==> src/rtl/slave_port_pkg.sv <==
// Shared state encoding and default widths for the burst slave port.
// Also holds the reset level of slave_ready, which comes out of reset high.
package slave_port_pkg;

  localparam int DEF_ADDR_WIDTH = 12;
  localparam int DEF_DATA_WIDTH = 8;
  localparam logic SLAVE_READY_RST = 1'b1;

  typedef enum logic [3:0] {
    IDLE,
    RX_ADDR,
    CHECK,
    WR_WAIT,
    RX_DATA,
    MEM_WR,
    MEM_RD,
    TX_WAIT,
    TX
  } state_t;

endpackage

==> src/rtl/slave_shift_reg.sv <==
// Serial-in/parallel-out and parallel-load/serial-out shift register, LSB first.
// The bit counter wraps after WIDTH shifts; o_done marks the final bit.
module slave_shift_reg
  import slave_port_pkg::*;
#(
  parameter int WIDTH = DEF_DATA_WIDTH
) (
  input  logic             clk,
  input  logic             reset,
  input  logic             i_clear,
  input  logic             i_load,
  input  logic             i_shift,
  input  logic             i_serial_in,
  input  logic [WIDTH-1:0] i_load_data,
  output logic [WIDTH-1:0] o_data,
  output logic             o_serial,
  output logic             o_done
);

  localparam int CW = $clog2(WIDTH + 1);

  logic [WIDTH-1:0] r_data;
  logic [CW-1:0]    r_cnt;

  // New bits enter at the MSB so the first received bit ends up in bit 0.
  always_ff @(posedge clk or posedge reset) begin
    if (reset) begin
      r_data <= '0;
      r_cnt  <= '0;
    end else if (i_clear) begin
      r_data <= '0;
      r_cnt  <= '0;
    end else if (i_load) begin
      r_data <= i_load_data;
      r_cnt  <= '0;
    end else if (i_shift) begin
      r_data <= {i_serial_in, r_data[WIDTH-1:1]};
      r_cnt  <= o_done ? '0 : r_cnt + CW'(1);
    end
  end

  assign o_data   = r_data;
  assign o_serial = r_data[0];
  assign o_done   = (r_cnt == CW'(WIDTH - 1));

endmodule

==> src/rtl/burst_slave_port.sv <==
// Serial bus slave port with multi-beat bursts and address auto-increment.
// Bridges the serial system bus to a wait-stated memory handshake.
module burst_slave_port
  import slave_port_pkg::*;
#(
  parameter int ADDR_WIDTH = DEF_ADDR_WIDTH,
  parameter int DATA_WIDTH = DEF_DATA_WIDTH,
  parameter int BURST_W    = 4,
  parameter int MEM_DEPTH  = 4096
) (
  input  logic                  clk,
  input  logic                  reset,
  input  logic                  read_en,
  input  logic                  write_en,
  input  logic [BURST_W-1:0]    burst_len,
  input  logic                  master_valid,
  input  logic                  master_ready,
  input  logic                  rx_address,
  input  logic                  rx_data,
  output logic                  slave_ready,
  output logic                  slave_valid,
  output logic                  tx_data,
  output logic                  rx_done,
  output logic                  slave_tx_done,
  output logic                  addr_err,
  output logic                  busy,
  output logic [ADDR_WIDTH-1:0] mem_addr,
  output logic [DATA_WIDTH-1:0] mem_wdata,
  input  logic [DATA_WIDTH-1:0] mem_rdata,
  output logic                  mem_read_en,
  output logic                  mem_write_en,
  input  logic                  mem_ready
);

  localparam logic [ADDR_WIDTH:0] LP_DEPTH = (ADDR_WIDTH + 1)'(MEM_DEPTH);

  state_t                r_state;
  logic                  r_is_read;
  logic [BURST_W-1:0]    r_burst_len;
  logic [BURST_W-1:0]    r_beat_cnt;
  logic [ADDR_WIDTH-1:0] r_mem_addr;
  logic [DATA_WIDTH-1:0] r_mem_wdata;
  logic                  r_slave_ready;
  logic                  r_slave_valid;
  logic                  r_rx_done;
  logic                  r_addr_err;
  logic                  r_busy;
  logic                  r_mem_read_en;
  logic                  r_mem_write_en;

  logic                  w_start;
  logic                  w_addr_shift;
  logic                  w_data_shift;
  logic                  w_tx_shift;
  logic                  w_tx_load;
  logic                  w_addr_clear;
  logic                  w_data_clear;
  logic [ADDR_WIDTH-1:0] w_addr;
  logic [DATA_WIDTH-1:0] w_data_par;
  logic [DATA_WIDTH-1:0] w_tx_par;
  logic                  w_addr_serial;
  logic                  w_data_serial;
  logic                  w_tx_serial;
  logic                  w_addr_done;
  logic                  w_data_done;
  logic                  w_tx_done;
  logic [ADDR_WIDTH:0]   w_addr_ext;
  logic [ADDR_WIDTH:0]   w_addr_end;
  logic                  w_range_bad;
  logic                  w_last_beat;
  logic                  w_unused;

  assign w_start      = master_valid & (read_en ^ write_en);
  assign w_addr_shift = (r_state == RX_ADDR);
  assign w_data_shift = (r_state == RX_DATA);
  assign w_tx_shift   = (r_state == TX);
  assign w_tx_load    = (r_state == MEM_RD) & mem_ready;
  assign w_addr_clear = (r_state == IDLE) & w_start;
  assign w_data_clear = (r_state == WR_WAIT) & master_valid;

  // One extra bit keeps base + burst length from wrapping past the top.
  assign w_addr_ext  = {1'b0, w_addr};
  assign w_addr_end  = w_addr_ext + (ADDR_WIDTH + 1)'(r_burst_len);
  assign w_range_bad = (w_addr_ext >= LP_DEPTH) || (w_addr_end >= LP_DEPTH);
  assign w_last_beat = (r_beat_cnt == r_burst_len);

  slave_shift_reg #(.WIDTH(ADDR_WIDTH)) u_addr_sr (
    .clk         (clk),
    .reset       (reset),
    .i_clear     (w_addr_clear),
    .i_load      (1'b0),
    .i_shift     (w_addr_shift),
    .i_serial_in (rx_address),
    .i_load_data ('0),
    .o_data      (w_addr),
    .o_serial    (w_addr_serial),
    .o_done      (w_addr_done)
  );

  slave_shift_reg #(.WIDTH(DATA_WIDTH)) u_data_sr (
    .clk         (clk),
    .reset       (reset),
    .i_clear     (w_data_clear),
    .i_load      (1'b0),
    .i_shift     (w_data_shift),
    .i_serial_in (rx_data),
    .i_load_data ('0),
    .o_data      (w_data_par),
    .o_serial    (w_data_serial),
    .o_done      (w_data_done)
  );

  slave_shift_reg #(.WIDTH(DATA_WIDTH)) u_tx_sr (
    .clk         (clk),
    .reset       (reset),
    .i_clear     (1'b0),
    .i_load      (w_tx_load),
    .i_shift     (w_tx_shift),
    .i_serial_in (1'b0),
    .i_load_data (mem_rdata),
    .o_data      (w_tx_par),
    .o_serial    (w_tx_serial),
    .o_done      (w_tx_done)
  );

  // Shift register taps that this port never consumes.
  assign w_unused = ^{w_addr_serial, w_data_serial, w_data_par[0], w_tx_par};

  // Outputs are updated in the same branch that moves the state, so they track it.
  always_ff @(posedge clk or posedge reset) begin
    if (reset) begin
      r_state        <= IDLE;
      r_is_read      <= 1'b0;
      r_burst_len    <= '0;
      r_beat_cnt     <= '0;
      r_mem_addr     <= '0;
      r_mem_wdata    <= '0;
      r_slave_ready  <= SLAVE_READY_RST;
      r_slave_valid  <= 1'b0;
      r_rx_done      <= 1'b0;
      r_addr_err     <= 1'b0;
      r_busy         <= 1'b0;
      r_mem_read_en  <= 1'b0;
      r_mem_write_en <= 1'b0;
    end else begin
      r_rx_done  <= 1'b0;
      r_addr_err <= 1'b0;
      unique case (r_state)
        IDLE: begin
          if (w_start) begin
            r_state       <= RX_ADDR;
            r_is_read     <= read_en;
            r_burst_len   <= burst_len;
            r_beat_cnt    <= '0;
            r_slave_ready <= 1'b0;
            r_busy        <= 1'b1;
          end
        end
        RX_ADDR: begin
          if (w_addr_done) r_state <= CHECK;
        end
        CHECK: begin
          if (w_range_bad) begin
            r_state       <= IDLE;
            r_addr_err    <= 1'b1;
            r_slave_ready <= 1'b1;
            r_busy        <= 1'b0;
          end else begin
            r_mem_addr <= w_addr;
            if (r_is_read) begin
              r_state       <= MEM_RD;
              r_rx_done     <= 1'b1;
              r_mem_read_en <= 1'b1;
            end else begin
              r_state       <= WR_WAIT;
              r_slave_ready <= 1'b1;
            end
          end
        end
        WR_WAIT: begin
          if (master_valid) begin
            r_state       <= RX_DATA;
            r_slave_ready <= 1'b0;
          end
        end
        RX_DATA: begin
          if (w_data_done) begin
            r_state        <= MEM_WR;
            r_rx_done      <= 1'b1;
            r_mem_wdata    <= {rx_data, w_data_par[DATA_WIDTH-1:1]};
            r_mem_write_en <= 1'b1;
          end
        end
        MEM_WR: begin
          if (mem_ready) begin
            r_mem_write_en <= 1'b0;
            r_slave_ready  <= 1'b1;
            if (w_last_beat) begin
              r_state <= IDLE;
              r_busy  <= 1'b0;
            end else begin
              r_state    <= WR_WAIT;
              r_beat_cnt <= r_beat_cnt + BURST_W'(1);
              r_mem_addr <= r_mem_addr + ADDR_WIDTH'(1);
            end
          end
        end
        MEM_RD: begin
          if (mem_ready) begin
            r_state       <= TX_WAIT;
            r_mem_read_en <= 1'b0;
            r_slave_valid <= 1'b1;
          end
        end
        TX_WAIT: begin
          if (master_ready) r_state <= TX;
        end
        TX: begin
          if (w_tx_done) begin
            r_slave_valid <= 1'b0;
            if (w_last_beat) begin
              r_state       <= IDLE;
              r_slave_ready <= 1'b1;
              r_busy        <= 1'b0;
            end else begin
              r_state       <= MEM_RD;
              r_mem_read_en <= 1'b1;
              r_beat_cnt    <= r_beat_cnt + BURST_W'(1);
              r_mem_addr    <= r_mem_addr + ADDR_WIDTH'(1);
            end
          end
        end
        default: r_state <= IDLE;
      endcase
    end
  end

  assign slave_ready   = r_slave_ready;
  assign slave_valid   = r_slave_valid;
  assign tx_data       = w_tx_shift & w_tx_serial;
  assign rx_done       = r_rx_done;
  assign slave_tx_done = w_tx_shift & w_tx_done;
  assign addr_err      = r_addr_err;
  assign busy          = r_busy;
  assign mem_addr      = r_mem_addr;
  assign mem_wdata     = r_mem_wdata;
  assign mem_read_en   = r_mem_read_en;
  assign mem_write_en  = r_mem_write_en;

endmodule

==> config.mk <==
export PLATFORM = sky130hd
export DESIGN_NAME = burst_slave_port
export DESIGN_NICKNAME = d
export VERILOG_FILES = /design/src/rtl/slave_port_pkg.sv /design/src/rtl/slave_shift_reg.sv /design/src/rtl/burst_slave_port.sv
export SDC_FILE = /design/constraint.sdc
export NUM_CORES = 1
export LEC_CHECK = 0
export CAP_MARGIN = 15
export CORE_MARGIN = 3
export CORE_UTILIZATION = 45
export DETAILED_ROUTE_END_ITERATION = 8
export HOLD_SLACK_MARGIN = 0.02
export PLACE_DENSITY = 0.66
export SYNTH_ARGS = -nofsm -noshare
export SYNTH_HDL_FRONTEND = slang
export SYNTH_HIERARCHICAL = 1
export SYNTH_SLANG_ARGS = --single-unit
==> constraint.sdc <==
create_clock -name clk -period 6.55 [get_ports clk]
set_input_delay 0.655 -clock clk [delete_from_list [all_inputs] [get_ports clk]]
set_output_delay 0.655 -clock clk [all_outputs]
set_load 0.005 [all_outputs]
# Yosys cells after proc, flatten, opt, wreduce, memory -nomap -nowiden
# Cells that the tools add are included.
# totals
register_bits	80
inputBits	21
output_inout_bits	29
elab_cells	150
# classes
addsub	6
n_lt_le_gt_ge	2
n_eq_ne	26
mux	68
n_bitwise	7
reduce_logical	22
# ops
op	n
4-bit 2-to-1 mux	21
12-bit 2-to-1 mux	6
12-bit one-hot mux with 3 select lines	1
4-bit one-hot mux with 9 select lines	1
8-bit 2-to-1 mux	4
4-bit by 3-bit equality test with 1-bit output (second input constant)	6
1-bit 2-to-1 mux	24
2-bit inequality test (second input constant)	11
4-bit by 1-bit adder with 4-bit output (second input constant)	4
12-bit by 4-bit adder with 13-bit output	1
12-bit by 13-bit greater-or-equal comparator with 1-bit output (second input constant)	1
13-bit greater-or-equal comparator (second input constant)	1
12-bit by 1-bit adder with 12-bit output (second input constant)	1
4-bit one-hot mux with 3 select lines	1
2-bit nonzero test	5
3-bit 2-to-1 mux	3
3-bit nonzero test	3
4-bit by 2-bit equality test with 1-bit output (second input constant)	2
4-bit equality test (second input constant)	2
4-bit AND reduction	2
8-bit AND reduction	1
7-bit AND reduction	1
1-bit bitwise AND	6
1-bit one-hot mux with 2 select lines	3
other kinds (17)	20

# Depth between registers and ports, before layout
# Gate-level depths: netlist of run 1.
# depth
word_depth	5
ltp_mapped	10
mapped_depth_nobuf	10

# Modules after synthesis
# The synthesis of run 1 kept the hierarchy.
# modules_own_cells
mod	n_inst	cells_each	area_per_inst_um2	seq_area_each_um2
burst_slave_port	1	270	2503.7	1002.2
slave_shift_reg at u_data_sr ...	2	56	630.6	300.3
slave_shift_reg at u_addr_sr	1	78	914.6	400.4

# Worst setup path after synthesis of run 1
# Ideal clock, no wire load.
# synth_path
path_type	register -> register
start	register u_data_sr.r_cnt[0]
end	register u_data_sr.r_cnt[0]
setup_ns	0.136
arrival_time_ns	2.114
required_ns	6.414
slack_ns	4.300
stages_incl_launch_ff	11
n_path_buf	1
period_less_slack_ns	2.250
cell_sequence	dfrtp_1 -> ha_1 -> nand2_1 -> nor2_1 -> mux2i_1 -> o211ai_1 -> o311a_1 -> or3b_2 -> inv_1 -> buf_1 -> nor3_1
# synth_via
elab_chain_cells	4
word_cells_on_any_way	5
cone_classes	add/sub (1); eq/ne (1); mux (3)
# synth_rtl
item	line_no	rtl
from (decl)	slave_shift_reg.sv:23	logic [CW-1:0] r_cnt;
from (signal assigned)	slave_shift_reg.sv:38	r_cnt <= o_done ? '0 : r_cnt + CW'(1);
4-bit by 3-bit equality test with 1-bit output	slave_shift_reg.sv:44	assign o_done = (r_cnt == CW'(WIDTH - 1));
via w_data_done	burst_slave_port.sv:65	logic w_data_done;
4-bit 2-to-1 mux	slave_shift_reg.sv:38	
4-bit 2-to-1 mux	slave_shift_reg.sv:36	end else if (i_shift) begin
4-bit 2-to-1 mux	slave_shift_reg.sv:30	end else if (i_clear) begin
# The timed path passes the listed nets, and every way through them passes these cells. The select of a mux whose other input is x is not followed.
# A chain may end at the register's enable or synchronous reset.

# Worst setup path in the final report of run 1
# layout_path
start	register r_state[0]
end	output port tx_data
# layout_via
elab_chain_cells	2
# layout_rtl
item	line_no	rtl
from (decl)	burst_slave_port.sv:37	state_t r_state;
from (signal assigned)	burst_slave_port.sv:132	r_state <= IDLE;
from (signal assigned)	burst_slave_port.sv:151	r_state <= RX_ADDR;
from (signal assigned)	burst_slave_port.sv:160	if (w_addr_done) r_state <= CHECK;
4-bit equality test	burst_slave_port.sv:76	assign w_tx_shift = (r_state == TX);
via w_tx_shift	burst_slave_port.sv:54	logic w_tx_shift;
1-bit bitwise AND	burst_slave_port.sv:240	assign tx_data = w_tx_shift & w_tx_serial;
to (decl)	burst_slave_port.sv:22	output logic tx_data,
# The timed path passes the listed nets, and every way through them passes these cells.

==> impl_metrics.tcl, run 1 <==
set metrics [dict create \
    cap_violations 0 \
    maxSlewHeadroom_pct 51.9 \
    critPathKind "register to output pin" \
    worstPathCellList "or4b_4 -> clkinv_8 -> and2_1 -> clkdlybuf4s50_1" \
    grtUsageTotal_pct 18.8 \
    status "finished, final reports clean" \
    synth.avg_cell_area_um2 10.2 \
    crit_start "r_state[0]" \
    globalRoute.totalOverflow 0 \
    cts-root-buf "clkbuf_8" \
    die_w_um 107 \
    first_global_vias 3582 \
    skew_ns 0.00678 \
    gp_congestion 0.830 \
    max-vdd-ir-drop_uv 146 \
    nFillCells 889 \
    via_count 3618 \
    arrival_ns 2.49 \
    holdPathStages 2 \
    rrSetupSlack_ns 3.69 \
    core-area_um2 9860 \
    hold_class "register to register" \
    fin_nets 549 \
    final_core_util_pct 55.0 \
    rsz0062_at_grt "false" \
    min_period_ns 3.15 \
    routed_via_density 5.51 \
    path_buf_inv 2 \
    ioPinCount 50 \
    syn-instance-count 454 \
    seq_area_um2 1980 \
    cts_max_path_buffers 2 \
    finalSetupViolCount 0 \
    route.detailed.drc 0 \
    startpoint_type "register" \
    syn2layout_area_growth_pct 17.5 \
    drt-initial-drc-count 206 \
    ctsHtreeMaxLevel 3 \
    die_h_um 107 \
    start_util_pct 46.8 \
    end_kind "output pin" \
    cpMaxStageDelayCell "or4b_4" \
    yosysWarningCount 6 \
    power.leakage_nw 2.37 \
    p_per_area_nw_per_um2 405 \
    post_cts_buffers 0 \
    port_buffers 49 \
    routed_wl_um 10300 \
    ctsHoldBuffers 0 \
    antenna_cells 0 \
    post_drt_wl_per_cell_um 15.7 \
    ant_nets 0 \
    antenna_found_initial 0 \
    period_share_pct 48.1 \
    grt_max_degree 41 \
    rr_worst_depth 5 \
    floorplan.rows 36 \
    final.setup.tns_ns 0 \
    grt_pass1_wl_um 17500 \
    cpPeakStageDelay_ns 0.74 \
    dieArea_um2 11500 \
    worstMarginPinSlew_ns 0.721 \
    cp_max_fo 22 \
    multi_input_area_um2 2500 \
    synth_area_um2 4620 \
    cp.depth 4 \
    dr.pass1.iters 4 \
    path_delay_family "simple AND/OR/NAND/NOR gates" \
    clkTransAtPathRegs_ns 0.09 \
    cp-endpoint "tx_data" \
    r2r-start "r_state[2]" \
    required_ns 5.89 \
    drive_above_1_share_pct 12.6 \
    postCtsResizedCells 0 \
    r2r-end "slave_ready" \
    cts_tree "done" \
    worstSkewPairLatency_ns 0.34 \
    finalHoldViolCount 0 \
    cts_num_sinks 79 \
    cts_buffers 9 \
    slew_viol_final 0 \
    max_freq_ghz 0.318 \
    dpl.hpwl_um 7240 \
]
## per-stage QoR
| stage | setup WS [ns] | hold slack, ns | instance area [um^2] | total power [W] | std cells |
|---|---|---|---|---|---|
| after floorplan | 4.32 | 0.480 | 4720 | 0.00157 | 483 |
| after global placement | 3.52 | 0.482 | 5230 | 0.00181 | 641 |
| after detailed placement | 3.47 | 0.496 | 5230 | 0.00184 | 641 |
| after CTS | 3.39 | 0.515 | 5420 | 0.00220 | 657 |
| after global routing | 3.27 | 0.527 | 5420 | 0.00236 | 657 |
| final | 3.40 | 0.509 | 5420 | 0.00219 | 657 |
## area by class of cell
class | count | area share [%]
inverters | 14 | 1.20
flip-flops and latches | 79 | 36.5
well taps | 133 | 3.07
clock buffers | 10 | 2.35
clock inverters | 6 | 1.13
multi-input cells | 362 | 46.2
repair buffers | 53 | 9.60
## state kept, by name, indices dropped and copies added, names as in the netlist, 4 cells and up
name              flops
r_beat_cnt            4
mem_addr             12
r_state               4
u_addr_sr/o_data     12
u_tx_sr/r_cnt         4
u_data_sr/o_data      7
mem_wdata             8
u_tx_sr/o_data        8
r_burst_len           4
u_data_sr/r_cnt       4
u_addr_sr/r_cnt       4
## cells in the final DEF (no fill, tap or decap), types with 3 or more instances in the layout
cell type and n:
nand4_1 7, clkinv_2 3, o21a_1 3, nor2_1 37, a31oi_1 10, clkbuf_8 9
o22ai_1 4, nand2b_1 7, dfrtp_1 78, inv_1 13, a21bo_2 3, o21ai_0 15
ha_1 8, nand3b_1 3, conb_1 30, xnor2_1 6, nor4_1 6, clkdlybuf4s50_1 49
a21oi_1 14, o2bb2ai_1 3, nor3_1 8, mux2_2 20, nand3_1 7, nand2_1 38
mux2i_1 35, mux2_4 6, o31ai_1 3, a211oi_1 21, buf_4 4, nor2b_1 18
## tightest hold or removal path: stages, from the launching register on
cell and delay (ns):
dfrtp_1 0.36, nor2_1 0.05, nor2_1 0.07
## how the worst min path moves through the flow
stage,from,endpoint
2_1_floorplan,u_data_sr/o_data[1],mem_wdata[0]
3_3_place_gp,slave_valid,slave_valid
3_5_place_dp,mem_wdata[2],mem_wdata[2]
4_1_cts,mem_wdata[2],mem_wdata[2]
5_1_grt,mem_wdata[2],mem_wdata[2]
6_report,slave_valid,slave_valid
## report_power, final
part	switching, W	leakage [nW]	total (W)	internal [W]
registers	0.000213	0.995	0.000859	0.000646
logic	0.000481	1.28	0.000975	0.000494
clock network	0.000185	0.0960	0.000360	0.000175
## metal layers
metal | GRT usage (%) | part of all wire (%)
met1 | 24.9 | 46
met3 | 2.46 | 3.5
met5 | 0 | 0
met4 | 6.58 | 1.5
met2 | 31.6 | 49
Power figures use the tool's default switching activity.
==> run 2, diff against run 1 <==
--- a/config.mk
+++ b/config.mk
@@ -10,7 +10,7 @@
 export CORE_UTILIZATION = 45
 export DETAILED_ROUTE_END_ITERATION = 8
 export HOLD_SLACK_MARGIN = 0.02
-export PLACE_DENSITY = 0.66
+export PLACE_DENSITY = 0.68
 export SYNTH_ARGS = -nofsm -noshare
 export SYNTH_HDL_FRONTEND = slang
 export SYNTH_HIERARCHICAL = 1
==> constraint.sdc (replaced) <==
create_clock -name clk -period 2.83 [get_ports clk]
set_input_delay 0.283 -clock clk [delete_from_list [all_inputs] [get_ports clk]]
set_output_delay 0.283 -clock clk [all_outputs]
set_load 0.005 [all_outputs]
==> run 2 against run 1 <==
Effect of this change: sequential share of layout area decreased by 0.77 points; cell count increased by 2.0%; worst hold slack got worse by 0.17 ns; sequential power increased by 120%; first-iteration DRC count decreased by 10%; register-to-register slack got worse by 3.3 ns; core utilization increased by 1.2 points; via count increased by 0.25%; worst setup slack got worse by 3.2 ns; total power increased by 140%; count of clock-buffer cells in the layout unchanged; critical path type unchanged.
==> impl_metrics.tcl, run 2 (same netlist as run 1, synthesis figures left out) <==
set metrics [dict create \
    status "finished, final reports clean" \
    period_share_pct 92.9 \
    cpMaxStageDelayCell "clkdlybuf4s50_1" \
    maxSlewHeadroom_pct 56.6 \
    grt_max_degree 41 \
    drt-initial-drc-count 185 \
    final_area_um2 5540 \
    layout_common_cells "dfrtp_1 (78), clkdlybuf4s50_1 (49), nand2_1 (38)" \
    worstMarginPinSlew_ns 0.650 \
    drive_above_1_share_pct 14.9 \
    clkPwrFrac_pct 16.9 \
    cts_max_path_buffers 2 \
    antenna_found_initial 0 \
    hold_class "primary input to async pin" \
    power.switching_w 0.00205 \
    crit_top_cell "nor2_1" \
    internal-power_w 0.00314 \
    cts-root-buf "clkbuf_8" \
    cp_max_fo 5 \
    finalHoldViolCount 0 \
    final.setup.worst_slack_ns 0.202 \
    ant_nets 0 \
    min_period_ns 2.63 \
    critPathKind "register to output pin" \
    swShare_pct 39.5 \
    globalRoute.totalOverflow 0 \
    path_buf_inv 1 \
    max-vdd-ir-drop_uv 364 \
    routed_wl_um 10400 \
    required_ns 2.55 \
    cts_tree "done" \
    power.leakage_nw 2.44 \
    arrival_ns 2.35 \
    gp_congestion 0.840 \
    core-area_um2 9860 \
    dpl.hpwl_um 7480 \
    first_global_vias 3606 \
    dieArea_um2 11500 \
    routed_via_density 5.41 \
    ctsHtreeMaxLevel 3 \
    grtUsageTotal_pct 19.0 \
    dr.pass1.iters 4 \
    antenna_cells 0 \
    worstSkewPairLatency_ns 0.35 \
    final_core_util_pct 56.2 \
    cts_num_sinks 79 \
    ctsHoldBuffers 0 \
    fin_nets 562 \
    port_buffers 49 \
    startpoint_type "register" \
    path_delay_family "simple AND/OR/NAND/NOR gates" \
    die_w_um 107 \
    slew_viol_final 0 \
    worstPathCellList "ha_1 -> nand2_1 -> nor2_1 -> nor4b_1 -> o21a_1 -> nor2_1 -> clkdlybuf4s50_1" \
    cap_violations 0 \
    finalSetupViolCount 0 \
    via_count 3627 \
    comb_power_share_pct 46.1 \
    rsz0062_at_grt "false" \
    p_per_area_nw_per_um2 937 \
    end_kind "output pin" \
    cpPeakStageDelay_ns 0.45 \
    start_util_pct 46.8 \
    ioPinCount 50 \
    holdWs_ns 0.344 \
    die_h_um 107 \
    post_cts_buffers 0 \
    clkTransAtPathRegs_ns 0.08 \
    skew_ns 0.00529 \
    grt_pass1_wl_um 17600 \
    cts_buffers 9 \
    postCtsResizedCells 0 \
    max_freq_ghz 0.381 \
    final_common_cell "dfrtp_1" \
    route.detailed.drc 0 \
    placed_area_um2 5330 \
    power_frac_seq_pct 37.1 \
    final.setup.tns_ns 0 \
    syn2layout_area_growth_pct 20.0 \
    post_drt_wl_per_cell_um 15.6 \
    floorplan.rows 36 \
    preCtsSetupSlack_ns 0.327 \
]
run 2: cell count changes in the layout (fill, tap and decap cells not counted):
cell and change:
buf_4 +13, clkbuf_1 -1, clkbuf_8 +1, clkinv_2 -3
clkinv_4 +1, clkinvlp_4 +2
run 2: per-stage QoR:
step                total power [W]  instances
floorplan                   0.00362        483
global placement            0.00426        654
detailed placement          0.00432        654
CTS                         0.00521        670
global route                0.00558        670
finish                      0.00519        670
run 2: cell type report:
| type | count | area [um^2] |
|---|---|---|
| Tap cell | 133 | 166 |
| Fill cell | 897 | 4330 |
| Clock buffer | 10 | 138 |
| Clock inverter | 6 | 70.1 |
| Inverter | 14 | 65.1 |
| Sequential cell | 79 | 1980 |
| Multi-Input combinational cell | 362 | 2500 |
| Timing Repair Buffer | 66 | 618 |
run 2: worst paths after layout:
path                       slack, ns               start  cells after the start                   to
max                             0.20    u_tx_sr/r_cnt[0]                      7        slave_tx_done
min                             0.34               reset                      2  u_data_sr/o_data[6]
max reg2reg                     0.37  u_data_sr/r_cnt[0]                     10   u_data_sr/r_cnt[3]
min reg2reg                     0.50         slave_valid                      2          slave_valid
max in group asynchronous       1.96               reset                      3          mem_addr[2]
min in group clk                0.45        burst_len[0]                      3       r_burst_len[0]
run 2: per-layer routing:
metal  up-vias  global-route usage [%]  share of wire (%)
met2        64                    30.9                 49
met1      1776                    25.4                 46
met5         -                       0                  0
met3        11                    3.72                3.7
li1       1776                       -                  -
met4         0                    6.30                1.2
run 2: power by group through the flow:
| stage | clock network (W) | logic (W) | registers, W |
|---|---|---|---|
| 3_3_place_gp | 0 | 0.00233 | 0.00193 |
| 2_1_floorplan | 0 | 0.00184 | 0.00178 |
| 3_5_place_dp | 0 | 0.00238 | 0.00194 |
| 6_report | 0.000876 | 0.00239 | 0.00192 |
| 5_1_grt | 0.000948 | 0.00265 | 0.00198 |
| 4_1_cts | 0.000897 | 0.00240 | 0.00192 |
==> run 3, diff against run 2 <==
--- a/config.mk
+++ b/config.mk
@@ -10,8 +10,10 @@
 export CORE_UTILIZATION = 45
 export DETAILED_ROUTE_END_ITERATION = 8
 export HOLD_SLACK_MARGIN = 0.02
+export MAX_ROUTING_LAYER = met4
 export PLACE_DENSITY = 0.68
 export SYNTH_ARGS = -nofsm -noshare
 export SYNTH_HDL_FRONTEND = slang
 export SYNTH_HIERARCHICAL = 1
 export SYNTH_SLANG_ARGS = --single-unit
+export TNS_END_PERCENT = 5
==> run 3 against run 2 <==
Effect of this change: via count grew 0.30%; critical path depth is the same; register-to-register slack is essentially flat; first-iteration DRC count shrank 1.6%; critical path type unchanged; largest power group unchanged; cell count is the same.
==> impl_metrics.tcl, run 3 (same netlist as run 1, synthesis figures left out) <==
set metrics [dict create \
    status "finished, final reports clean" \
    critPathKind "register to output pin" \
    cpMaxStageDelayCell "clkdlybuf4s50_1" \
    finalHoldViolCount 0 \
    dr.pass1.iters 4 \
    crit_top_cell "nor2_1" \
    cts_buffers 9 \
    final_common_cell "dfrtp_1" \
    grt_pass1_wl_um 17600 \
    comb_power_share_pct 46.1 \
    nFillCells 897 \
    grtUsageMet2_pct 30.8 \
    final.setup.tns_ns 0 \
    max_freq_ghz 0.379 \
    preCtsSetupSlack_ns 0.327 \
    final_area_um2 5540 \
    dieArea_um2 11500 \
    antenna_cells 0 \
    rr_worst_depth 10 \
    worstSkewPairLatency_ns 0.35 \
    syn2layout_area_growth_pct 20.0 \
    via_count 3638 \
    routed_via_density 5.43 \
    drt-initial-drc-count 182 \
    ctsHtreeMaxLevel 3 \
    dpl.hpwl_um 7480 \
    floorplan.rows 36 \
    start_util_pct 46.8 \
    core-area_um2 9860 \
    clkTransAtPathRegs_ns 0.08 \
    internal-power_w 0.00314 \
    post_cts_buffers 0 \
    cts-root-buf "clkbuf_8" \
    period_share_pct 93.1 \
    cts_num_sinks 79 \
    cpPeakStageDelay_ns 0.45 \
    power.switching_w 0.00204 \
    cp.depth 7 \
    globalRoute.totalOverflow 0 \
    hold_class "primary input to async pin" \
    slew_viol_final 0 \
    path_delay_family "simple AND/OR/NAND/NOR gates" \
    drive_above_1_share_pct 14.9 \
    maxSlewHeadroom_pct 56.8 \
    min_period_ns 2.64 \
    route.detailed.drc 0 \
    worstPathCellList "ha_1 -> nand2_1 -> nor2_1 -> nor4b_1 -> o21a_1 -> nor2_1 -> clkdlybuf4s50_1" \
    gp_congestion 0.853 \
    routed_wl_um 10400 \
    cp_max_fo 5 \
    use_met1_pct 25.5 \
    required_ns 2.55 \
    cap_violations 0 \
    die_w_um 107 \
    first_global_vias 3610 \
    antenna_found_initial 0 \
    ctsHoldBuffers 0 \
    power.leakage_nw 2.44 \
    busiest_layer "met2" \
    grt_max_degree 41 \
    p_total_w 0.00518 \
    placed_area_um2 5330 \
    arrival_ns 2.35 \
    layout_common_cells "dfrtp_1 (78), clkdlybuf4s50_1 (49), nand2_1 (38)" \
    post_drt_wl_per_cell_um 15.5 \
    max-vdd-ir-drop_uv 364 \
    ant_nets 0 \
    end_kind "output pin" \
    power_frac_seq_pct 37.1 \
    skew_ns 0.00610 \
    clkPwrFrac_pct 16.8 \
    final.setup.worst_slack_ns 0.194 \
    swShare_pct 39.4 \
    path_buf_inv 1 \
    rsz0062_at_grt "false" \
    grtUsageTotal_pct 19.5 \
    worstMarginPinSlew_ns 0.647 \
    grt_util_met3_pct 3.72 \
    port_buffers 49 \
    postCtsResizedCells 0 \
    cts_max_path_buffers 2 \
    die_h_um 107 \
    ioPinCount 50 \
    startpoint_type "register" \
    cts_tree "done" \
    p_per_area_nw_per_um2 935 \
    fin_nets 562 \
    finalSetupViolCount 0 \
]
[run 3: power groups by stage]
| stage | clock network [W] | registers (W) | logic (W) |
|---|---|---|---|
| floorplan | 0 | 0.00178 | 0.00184 |
| global placement | 0 | 0.00193 | 0.00233 |
| detailed placement | 0 | 0.00194 | 0.00238 |
| CTS | 0.000897 | 0.00192 | 0.00240 |
| global route | 0.000946 | 0.00198 | 0.00265 |
| finish | 0.000871 | 0.00192 | 0.00239 |
[run 3: final cells by class]
| type | instances | area, um^2 | share of cell area [%] |
|---|---|---|---|
| multi-input combinational | 362 | 2500 | 45.2 |
| sequential | 79 | 1980 | 35.7 |
| timing repair buffer | 66 | 618 | 11.2 |
| tap | 133 | 166 | 3.00 |
| clock buffer | 10 | 138 | 2.48 |
| clock inverter | 6 | 70.1 | 1.26 |
| inverter | 14 | 65.1 | 1.17 |
[run 3: worst reg2reg max path, stage by stage, from the launching register on]
cell and delay [ns]:
dfrtp_1 0.40, ha_1 0.24, nand2_1 0.07, nor2_1 0.17
mux2i_1 0.11, o211ai_1 0.16, o311a_1 0.22, or3b_2 0.47
inv_1 0.16, nor3b_1 0.08, mux2_2 0.26
[run 3: per-layer routing]
| layer | wire length [um] | up-vias | share of wire, % |
|---|---|---|---|
| met4 | 119 | 0 | 1.1 |
| met1 | 4830 | 1790 | 47 |
| li1 | - | 1772 | - |
| met5 | 0 | - | 0 |
| met3 | 344 | 8 | 3.3 |
| met2 | 5090 | 68 | 49 |
[run 3: worst paths after layout]
path / startpoint / to / slack, ns
min in group clk: burst_len[0] / r_burst_len[0] / 0.45
worst min-delay path: reset / u_data_sr/o_data[6] / 0.33
worst max-delay path: u_tx_sr/r_cnt[0] / slave_tx_done / 0.19
max in group asynchronous: reset / mem_addr[2] / 1.97
worst max register to register: u_data_sr/r_cnt[0] / u_data_sr/r_cnt[3] / 0.37
worst min register to register: slave_valid / slave_valid / 0.50
[run 3: metrics by stage]
stage,util [%],cells,hold WS (ns)
finish,56.2,670,0.333
global route,56.2,670,0.371
CTS,56.2,670,0.340
detailed placement,54.0,654,0.489
global placement,54.0,654,0.485
floorplan,-,483,0.135
